==> src/rtl/uart_pkg.sv <==
// Shared constants and types for the UART receive path.
package uart_pkg;

  localparam int BAUD_CYCLES_DEF = 2604;
  localparam int FRAME_BITS      = 10;   // start + 8 data + stop

  typedef enum logic {RX_IDLE, RX_RECEIVE} rx_state_t;

endpackage

==> src/rtl/uart_rx_if.sv <==
// Consumer-side handshake of the UART receiver: received byte, level ready flag, sticky errors, acknowledge.
interface uart_rx_if;

  logic [7:0] rx_data;
  logic       rdy;
  logic       frm_err;
  logic       ovr_err;
  logic       clr_rdy;

  modport master (output rx_data, rdy, frm_err, ovr_err, input clr_rdy);
  modport slave  (input rx_data, rdy, frm_err, ovr_err, output clr_rdy);

endinterface

==> src/rtl/uart_sync2.sv <==
// Two-flop synchronizer for an asynchronous single-bit input; both flops preset to RST_VAL.
module uart_sync2 #(
  parameter logic RST_VAL = 1'b1
) (
  input  logic clk,
  input  logic rst_n,
  input  logic d,
  output logic q
);

  logic meta_q;
  logic sync_q;

  always_ff @(posedge clk or negedge rst_n) begin
    if (!rst_n) begin
      meta_q <= RST_VAL;
      sync_q <= RST_VAL;
    end else begin
      meta_q <= d;
      sync_q <= meta_q;
    end
  end

  assign q = sync_q;

endmodule

==> src/rtl/uart_rx.sv <==
// 8N1 UART receiver: mid-bit sampling from a baud down-counter, level rdy with clr_rdy acknowledge,
// sticky framing and overrun flags.
module uart_rx
  import uart_pkg::*;
#(
  parameter int BAUD_CYCLES = BAUD_CYCLES_DEF
) (
  input  logic      clk,
  input  logic      rst_n,
  input  logic      RX,
  uart_rx_if.master rx_if
);

  localparam int             CW        = $clog2(BAUD_CYCLES + 1);
  localparam logic [CW-1:0]  HALF_BIT  = CW'(BAUD_CYCLES / 2);
  localparam logic [CW-1:0]  FULL_BIT  = CW'(BAUD_CYCLES);
  localparam logic [3:0]     LAST_BIT  = 4'(FRAME_BITS - 1);

  logic          rx_s;
  rx_state_t     state_q, state_d;
  logic [CW-1:0] baud_cnt_q, baud_cnt_d;
  logic [3:0]    bit_cnt_q, bit_cnt_d;
  logic [8:0]    shift_q, shift_d;
  logic [7:0]    rx_data_q, rx_data_d;
  logic          rdy_q, rdy_d;
  logic          frm_err_q, frm_err_d;
  logic          ovr_err_q, ovr_err_d;
  logic          sample;
  logic          done;

  uart_sync2 #(.RST_VAL(1'b1)) u_sync (
    .clk   (clk),
    .rst_n (rst_n),
    .d     (RX),
    .q     (rx_s)
  );

  // Frame FSM, baud/bit counters and shift register.
  always_comb begin
    state_d    = state_q;
    baud_cnt_d = baud_cnt_q;
    bit_cnt_d  = bit_cnt_q;
    shift_d    = shift_q;
    sample     = 1'b0;
    done       = 1'b0;
    case (state_q)
      RX_IDLE: begin
        if (!rx_s) begin
          baud_cnt_d = HALF_BIT;
          bit_cnt_d  = 4'd0;
          state_d    = RX_RECEIVE;
        end
      end
      RX_RECEIVE: begin
        sample = (baud_cnt_q == '0);
        if (sample) begin
          baud_cnt_d = FULL_BIT;
          bit_cnt_d  = bit_cnt_q + 4'd1;
          shift_d    = {rx_s, shift_q[8:1]};
          // A start bit that is high again at mid-bit was only a glitch.
          if (bit_cnt_q == 4'd0 && rx_s) begin
            state_d = RX_IDLE;
          end else if (bit_cnt_q == LAST_BIT) begin
            state_d = RX_IDLE;
            done    = 1'b1;
          end
        end else begin
          baud_cnt_d = baud_cnt_q - 1'b1;
        end
      end
      default: state_d = RX_IDLE;
    endcase
  end

  // Output byte and flags; a completing frame takes priority over a same-cycle acknowledge.
  always_comb begin
    rx_data_d = rx_data_q;
    rdy_d     = rdy_q;
    frm_err_d = frm_err_q;
    ovr_err_d = ovr_err_q;
    if (rx_if.clr_rdy) begin
      rdy_d     = 1'b0;
      frm_err_d = 1'b0;
      ovr_err_d = 1'b0;
    end
    if (done) begin
      if (shift_d[8]) begin
        rx_data_d = shift_d[7:0];
        rdy_d     = 1'b1;
        if (rdy_q && !rx_if.clr_rdy) begin
          ovr_err_d = 1'b1;
        end
      end else begin
        frm_err_d = 1'b1;
      end
    end
  end

  always_ff @(posedge clk or negedge rst_n) begin
    if (!rst_n) begin
      state_q    <= RX_IDLE;
      baud_cnt_q <= '0;
      bit_cnt_q  <= 4'd0;
      shift_q    <= '1;
      rx_data_q  <= 8'h00;
      rdy_q      <= 1'b0;
      frm_err_q  <= 1'b0;
      ovr_err_q  <= 1'b0;
    end else begin
      state_q    <= state_d;
      baud_cnt_q <= baud_cnt_d;
      bit_cnt_q  <= bit_cnt_d;
      shift_q    <= shift_d;
      rx_data_q  <= rx_data_d;
      rdy_q      <= rdy_d;
      frm_err_q  <= frm_err_d;
      ovr_err_q  <= ovr_err_d;
    end
  end

  assign rx_if.rx_data = rx_data_q;
  assign rx_if.rdy     = rdy_q;
  assign rx_if.frm_err = frm_err_q;
  assign rx_if.ovr_err = ovr_err_q;

endmodule

==> src/flat_wrapper.sv <==
// flat-port wrapper written by rule: the top's interface ports become plain ports
module uart_rx_flat import uart_pkg::*;
#(
  parameter int BAUD_CYCLES = BAUD_CYCLES_DEF
)
  (clk, rst_n, RX, rx_if_rx_data, rx_if_rdy, rx_if_frm_err, rx_if_ovr_err, rx_if_clr_rdy);
  uart_rx_if rx_if_i ();
  input  logic clk;
  input  logic rst_n;
  input  logic RX;
  output wire logic [$bits(rx_if_i.rx_data)-1:0] rx_if_rx_data;
  output wire logic [$bits(rx_if_i.rdy)-1:0] rx_if_rdy;
  output wire logic [$bits(rx_if_i.frm_err)-1:0] rx_if_frm_err;
  output wire logic [$bits(rx_if_i.ovr_err)-1:0] rx_if_ovr_err;
  input wire logic [$bits(rx_if_i.clr_rdy)-1:0] rx_if_clr_rdy;
  assign rx_if_rx_data = rx_if_i.rx_data;
  assign rx_if_rdy = rx_if_i.rdy;
  assign rx_if_frm_err = rx_if_i.frm_err;
  assign rx_if_ovr_err = rx_if_i.ovr_err;
  assign rx_if_i.clr_rdy = rx_if_clr_rdy;
  uart_rx #(.BAUD_CYCLES(BAUD_CYCLES)) u_core (.clk(clk), .rst_n(rst_n), .RX(RX), .rx_if(rx_if_i));
endmodule
==> config.mk <==
export PLATFORM = sky130hd
export DESIGN_NAME = uart_rx_flat
export DESIGN_NICKNAME = d
export VERILOG_FILES = /design/src/rtl/uart_pkg.sv /design/src/rtl/uart_rx_if.sv /design/src/rtl/uart_sync2.sv /design/src/rtl/uart_rx.sv /design/src/flat_wrapper.sv
export SDC_FILE = /design/constraint.sdc
export NUM_CORES = 1
export LEC_CHECK = 0
export BUFFER_PORTS_ARGS = -buffer_cell sky130_fd_sc_hd__buf_2
export CORE_MARGIN = 2
export CORE_UTILIZATION = 41
export CTS_CLUSTER_SIZE = 8
export DETAILED_ROUTE_END_ITERATION = 12
export PLACE_DENSITY = 0.59
export SLEW_MARGIN = 30
export SYNTH_ARGS = -nofsm -noshare
export SYNTH_HDL_FRONTEND = slang
export SYNTH_SLANG_ARGS = --single-unit
==> constraint.sdc <==
create_clock -name clk -period 2.4 [get_ports clk]
set_input_delay 0.48 -clock clk [delete_from_list [all_inputs] [get_ports clk]]
set_output_delay 0.48 -clock clk [all_outputs]
set_load 0.01 [all_outputs]
==> results summary, run 1 <==
The worst register-to-register path begins at u_core.baud_cnt_q[0]$_DFFE_PN0P_. The placement-stage cell area came out at 1890 sq um. The area share of the largest cell type after synthesis is 39.6%.

In this run, the combinational gates consume 1.3% of the power. After legalization and detailed placement, the total HPWL measured 2.52 mm. For this run the aggregate overflow at the end of global routing stands at 0. The total power consumption of the routed design is 0.00133 W. The data required time at the worst endpoint is 2.57 ns. Routability-driven placement finished with a final weighted congestion of 0.843. Sorting the synthesized cells by how often they occur yields nand2_1 (33), dfrtp_1 (28), dfstp_2 (10), nor2_1 (10).

The largest total area in the synthesized netlist belongs to dfrtp_1. In the global route stage, overall resource usage came out at 16.5%. The core box area came out at 4090 sq um.

By area the synthesized netlist is led by dfrtp_1 (40%), dfstp_2 (15%), nand2_1 (7.0%), mux2_1 (5.1%), ha_1 (3.5%). The data arrival time of the worst path is 2.42 ns. The worst slew margin relative to its limit is 44.8%. Counting flops and latches in the post-synthesis netlist gives 38. Averaged over all synthesized cells, the footprint is 10.5 sq um. Counting every sink on the clock net gives 38.

Cell internal power was estimated by the tool at 0.00109 W. Setup repair after global routing left no endpoint under its margin. TritonCTS built the clock tree. The number of enable-type register cells in the synthesized netlist came out at 0. The buffer cell driving the clock tree root is clkbuf_8. Entering global routing, the biggest net connects 39 pins. The post-route cell area is 2040 sq um. After clock tree synthesis, the setup repair step added 0 buffers. The count of routing violations after the opening detailed-route iteration is 69. The post-CTS clock slew at the launch and capture registers of the worst setup and hold paths came out at 0.08 ns.

For this run, the share of the core covered by cells in the final layout is 49.9%. The detail-routed net length per standard cell came out at 15.5 microns. The clock skew after layout came out at 0.00469 ns.

The run finished with clean final reports. The post-synth design cell area came out at 1770 sq um. The worst reg-to-reg setup slack is 0.15 ns.

The switching part of the total power is 18.2%. The post-synthesis cell type count is 41. The most used flip-flop cell after synthesis is dfrtp_1. The number of inserted filler cells in the final layout is 381. The share of power burned in the clock network came out at 50.1%. The power density relative to cell area is 653 nW/um^2. The total negative slack for setup checks came out at 0 ns. The vertical extent of the die is 69.7 microns. The I/O pin count is 15.

The share of final-layout standard cells stronger than drive strength 1 came out at 23.0%. The number of nets at the end of the flow is 195. The area added between synthesis and finish came out at 15.3%. The number of endpoints with negative hold slack in the final report came out at 0. The actual slew at the worst max-slew pin came out at 0.828 ns. The horizontal die dimension came out at 69.7 microns. The number of antenna cells inserted is 0. The max-capacitance violation count is 0. The maximum buffer depth of the clock tree is 2. The initial core utilization came out at 43.3%.

The via count is 1,304. The worst flop-to-flop path endpoint is u_core.rx_if.rx_data[6]$_DFFE_PN0P_. The post-cts hold buffer count came out at 0. The first global-routing pass estimated 6.41 mm of wire. The worst setup path is captured at a flip-flop. The final worst-path cycle share is 93.8%. The peak ir drop on the vdd network came out at 0.358 mV. The number of CTS-inserted buffers is 5.

The max-slew violation count was 0. For this run, the register share of the synthesized area comes to 54.5%. For this run, the detailed router's first-pass iteration total came to 4. The critical path launch point type is a flip-flop. The cell count after synthesis came out at 169. The relative contribution of sequential cells to total power came out at 48.6%. The final antenna-violating net count is 0. The top achievable clock speed came out at 0.444 GHz. The leakage power of the design is 0.961 nW. For this design the total switching power over the nets is 0.000242 W.

The H-tree depth came out at 2. The async set-reset flop share out of synthesis came out at 100%. The average via count per standard cell is 5.50. The total wirelength of the detailed-routed design is 3.66 mm.

The maximum fanout along the worst path came out at 9. The number of cell instances on the worst register-to-register path is 6. The number of buffers added on ports is 14. The via count of the first global-routing pass came out at 1,285. The floorplan has 23 rows. The DRC violations left came out at 0. The die area came out at 4850 sq um. The shortest clock period the worst path allows after layout came out at 2.25 ns. The initial antenna violation count is 0.

Setup violations remaining at the end of the flow were counted as 0. The insertion delay of the later-clocked pin in the worst-skew pair is 0.29 ns. The Yosys step of the flow raised 0 warnings. In this run the worst hold path is classified as input pin to async pin. The most repeated cell in the gate-level netlist after synthesis is nand2_1.

The start-to-end type of the worst setup path is flip-flop to flip-flop. The net count after synthesis came out at 178.
-- layer usage --
| layer | vias up | global-route usage (%) | share of wire, % |
|---|---|---|---|
| li1 | 630 | - | - |
| met1 | 645 | 22.0 | 48 |
| met5 | - | 0 | 0 |
| met3 | 5 | 5.38 | 4.8 |
| met4 | 0 | 3.85 | 0.98 |
| met2 | 24 | 26.5 | 47 |
-- flip-flops by register name (all words and copies together) (netlist names) --
| register | flops |
|---|---|
| u_core.baud_cnt_q | 12 |
| u_core.rx_if.rx_data | 8 |
| u_core.shift_q | 8 |
| u_core.bit_cnt_q | 4 |
| u_core.rx_if.frm_err | 1 |
| u_core.rx_if.ovr_err | 1 |
| u_core.rx_if.rdy | 1 |
| u_core.state_q | 1 |
| u_core.u_sync.meta_q | 1 |
| u_core.u_sync.q | 1 |
-- power by group through the flow --
stage	Combinational, W	Clock [W]	Sequential (W)
floorplan	0.00000429	0	0.000656
global placement	0.0000179	0	0.000659
detailed placement	0.0000185	0	0.000659
CTS	0.0000185	0.000681	0.000647
global route	0.0000210	0.000719	0.000648
finish	0.0000174	0.000667	0.000647
-- timing repair --
action / in CTS / in global routing
resized for setup: 0 / 1
endpoints found under the hold margin: 0 / 0
setup endpoints to repair: 0 / 8
-- critical path, stage by stage, from the launching register on --
cell     delay [ns]
dfrtp_1        0.42
inv_1          0.10
ha_1           0.17
nor4b_1        0.45
and4_1         0.29
and3_2         0.35
mux2_1         0.36
-- how the worst max path moves through the flow --
| stage | from | to | slack [ns] | cells past startpoint |
|---|---|---|---|---|
| after detailed placement | u_core.baud_cnt_q[0]$_DFFE_PN0P_ | u_core.rx_if.rx_data[6]$_DFFE_PN0P_ | 0.06 | 6 |
| after global placement | u_core.baud_cnt_q[0]$_DFFE_PN0P_ | u_core.rx_if.rx_data[6]$_DFFE_PN0P_ | 0.20 | 6 |
| after CTS | u_core.baud_cnt_q[0]$_DFFE_PN0P_ | u_core.rx_if.rx_data[6]$_DFFE_PN0P_ | 0.03 | 6 |
| after floorplan | u_core.baud_cnt_q[0]$_DFFE_PN0P_ | u_core.rx_if.rx_data[0]$_DFFE_PN0P_ | 0.45 | 7 |
| after global routing | u_core.baud_cnt_q[0]$_DFFE_PN0P_ | u_core.rx_if.rx_data[2]$_DFFE_PN0P_ | 0.04 | 6 |
| final | u_core.baud_cnt_q[0]$_DFFE_PN0P_ | u_core.rx_if.rx_data[6]$_DFFE_PN0P_ | 0.15 | 6 |
-- layout by cell type (no fill, tap or decap), types with 3 or more instances in the layout --
cell and n:
buf_2 14, nor2_1 10, inv_1 7, a31oi_1 3, dfstp_2 10, or3_1 3
clkbuf_8 6, ha_1 5, a21oi_1 7, dfrtp_1 28, mux2_1 8, nand3_1 4
xnor2_1 3, o31ai_1 4, buf_4 5, nand2_1 33, o21ai_0 8
-- cells by family (layout without fill, tap and decap cells) --
logic type                 count (synthesis)  after routing  share of synthesized area [%]
and+or+nand+nor                           64             64                           17.8
adders and majority gates                  5              5                           3.54
buffers and inverters                     16             34                           3.96
xor gates and xnor gates                   3              3                           1.49
DFF                                       38             38                           54.5
AOI/OAI and AO/OA                         34             34                           13.0
muxes                                      9              9                           5.66
-- per-stage QoR --
stage	setup WS (ns)	cells	hold WS, ns
6_report	0.148	237	0.287
5_1_grt	0.0425	237	0.261
4_1_cts	0.0287	237	0.276
3_5_place_dp	0.0551	229	0.348
3_3_place_gp	0.204	229	0.346
2_1_floorplan	0.450	169	0.184
-- layout make-up --
class / count / area, sq um / share of cell area, %
clock buffer: 6 / 82.6 / 4.05
clock inverter: 2 / 60.1 / 2.95
tap: 50 / 62.6 / 3.07
multi-input combinational: 115 / 736 / 36.1
inverter: 7 / 26.3 / 1.29
sequential: 38 / 963 / 47.3
timing repair buffer: 19 / 108 / 5.28
No activity file was read; power rests on OpenSTA's default activity.
==> inputs of run 2 (changes only) <==
Settings changed: BUFFER_PORTS_ARGS -buffer_cell sky130_fd_sc_hd__buf_2 to -buffer_cell sky130_fd_sc_hd__buf_4, CORE_UTILIZATION 41 to 38, PLACE_DENSITY 0.59 to 0.56.
==> run 2 against run 1 <==
Compared with the run above:
- critical path type unchanged
- final cell count is 0.84% higher
- clock skew is 0.0012 ns lower
- routed wire length is 1.0% lower
- largest power group is now sequential cells
==> results summary, run 2 (synthesized netlist as in run 1, its figures left out) <==
The data arrival time of the worst path is 2.34 ns. The area added between synthesis and finish came out at 15.8%. The peak ir drop on the vdd network is 0.413 mV.

The count of routing violations after the opening detailed-route iteration is 73. The TritonCTS clock tree is done. The number of endpoints with negative hold slack in the final report came to 0. The horizontal die dimension is 72.2 microns.

The I/O pin count came out at 15. The clock skew after layout came out at 0.00347 ns. The met1 track demand over resource in global routing came out at 20.8%. The post-cts hold buffer count is 0. The insertion delay of the later-clocked pin in the worst-skew pair came out at 0.29 ns. The top achievable clock speed came out at 0.461 GHz. The final setup slack of the worst path came out at 0.229 ns. Dividing the detail-routed wire length by the instance count gives 15.2 microns. The most flop-heavy register is u_core.baud_cnt_q.

The maximum number of pins on one net before global-route repair is 39. The die is 72.2 microns tall. The flow ran to the end, and the final reports show no timing, DRC or antenna violations. In this run the power density over the cells is 586 nW/um^2. The final number of setup-violating endpoints is 0. The final worst-path cycle share is 90.4%. The total congestion overflow after global routing came out at 0. The initial antenna violation count came out at 0.

For the finished layout, the period the worst path requires is 2.17 ns. The tree is rooted in a clkbuf_8. The met3 capacity usage during global routing is 4.31%. The H-tree depth is 2. The via count of the first global-routing pass is 1,318.

The combined global-route utilization of all metal layers came out at 15.4%. After the last flow step, the layout net total stands at 195. STA classifies the critical path startpoint as a flip-flop. The first global-routing pass estimated 6.22 mm of wire. The leakage power of the design is 0.941 nW.

The worst min-delay path category is input pin to async pin. Max-cap violations in this run came to 0. The count of clock tree sinks is 38. Input and output buffers added on the ports amount to 14. The total power consumption of the routed design came out at 0.00120 W. The clock passes through at most 2 buffers. The number of antenna cells inserted is 0. Of the cells placed in the final design, the portion with a size suffix greater than 1 is 23.0%. The half-perimeter wire length of the detailed placement result is 2.44 mm. The type of destination of the critical path is a flip-flop.

The floorplan step defined a die boundary enclosing 5210 sq um. The total wirelength of the detailed-routed design is 3.63 mm. The weighted congestion at the end of routability-driven global placement is 0.851. The setup path with the least slack is of type flip-flop to flip-flop.

In this run the standard cell core region covers 4410 sq um. Timing analysis after detailed placement gives a worst setup slack of 0.0969 ns. Clock-pin slew was measured on the worst setup and hold paths at 0.08 ns. The actual slew at the worst max-slew pin came out at 0.484 ns. The routing layer with the top usage in global route is met2. For the final routed database, the setup TNS stands at 0 ns.

The most common cell after layout, fill and taps aside is nand2_1. After floorplanning, the core was divided into 24 placement rows. Leaving out fill and tap cells, the most frequent cells in the layout are nand2_1 (33), dfrtp_1 (28), buf_4 (19). The average via count per standard cell is 5.43. The number of iterations in the first detailed-routing pass is 4.

The post-CTS setup buffer count came out at 0. Setup slack on the worst reg-to-reg path comes out at 0.23 ns. The met2 routing resource usage after global routing is 24.3%. The maximum fanout along the worst path is 9. The via count is 1,297. The worst slew margin relative to its limit came out at 67.7%. The number of CTS-inserted buffers came out at 5.

The number of flip-flops under the largest register name is 12. Data on the critical path is required at its endpoint by 2.57 ns. The final antenna-violating net count came out at 0.

Setup repair after global routing left no endpoint under its margin. The max-slew violation count came to 0. The number of gates resized after CTS was 0. Once the floorplan was initialized, standard cells occupied 40.1% of the core. The DRC violations left is 0.
run 2: cell count changes in the layout (fill, tap and decap cells not counted):
cell,change
buf_2,-14
clkinvlp_4,+2
bufinv_16,-1
clkbuf_8,-1
buf_4,+14
run 2: path summary, 6_finish.rpt:
kind | end | depth (start not counted) | from
hold reg to reg | u_core.u_sync.q$_DFF_PN1_ | 0 | u_core.u_sync.meta_q$_DFF_PN1_
setup reg to reg | u_core.rx_if.rx_data[6]$_DFFE_PN0P_ | 6 | u_core.baud_cnt_q[0]$_DFFE_PN0P_
max in group asynchronous | u_core.u_sync.q$_DFF_PN1_ | 1 | rst_n
min in group clk | u_core.u_sync.meta_q$_DFF_PN1_ | 1 | RX
hold / removal | u_core.baud_cnt_q[6]$_DFFE_PN0P_ | 1 | rst_n
setup / recovery | u_core.rx_if.rx_data[6]$_DFFE_PN0P_ | 6 | u_core.baud_cnt_q[0]$_DFFE_PN0P_
run 2: where the power goes:
part           internal [W]   total, W  switching (W)  leakage (nW)
Clock              0.000309   0.000535       0.000226        0.0504
Combinational    0.00000406  0.0000189      0.0000148         0.431
Sequential         0.000644   0.000647     0.00000304         0.459
run 2: through the flow:
stage | hold slack, ns | utilization [%] | instances | cell area (sq um)
final | 0.145 | 46.4 | 239 | 2050
after detailed placement | 0.348 | 43.8 | 231 | 1930
after CTS | 0.161 | 46.3 | 239 | 2050
after floorplan | 0.184 | - | 169 | 1770
after global placement | 0.346 | 43.8 | 231 | 1930
after global routing | 0.175 | 46.4 | 239 | 2050
run 2: worst max-delay path, stage by stage, from the launching register on:
cell,delay (ns)
dfrtp_1,0.42
inv_1,0.10
ha_1,0.16
nor4b_1,0.39
and4_1,0.29
and3_2,0.34
mux2_1,0.36
run 2: area by class of cell:
cell class                      count  area [sq um]
Fill cell                         415          2370
Sequential cell                    38           963
Clock buffer                        5          68.8
Inverter                            7          26.3
Clock inverter                      3          45.0
Timing Repair Buffer               19           143
Multi-Input combinational cell    115           736
Tap cell                           52          65.1
run 2: per-layer routing:
| layer | up-vias | part of all wire, % |
|---|---|---|
| met4 | 0 | 0.83 |
| met2 | 31 | 48 |
| met3 | 4 | 4.5 |
| li1 | 628 | - |
| met5 | - | 0 |
| met1 | 634 | 47 |
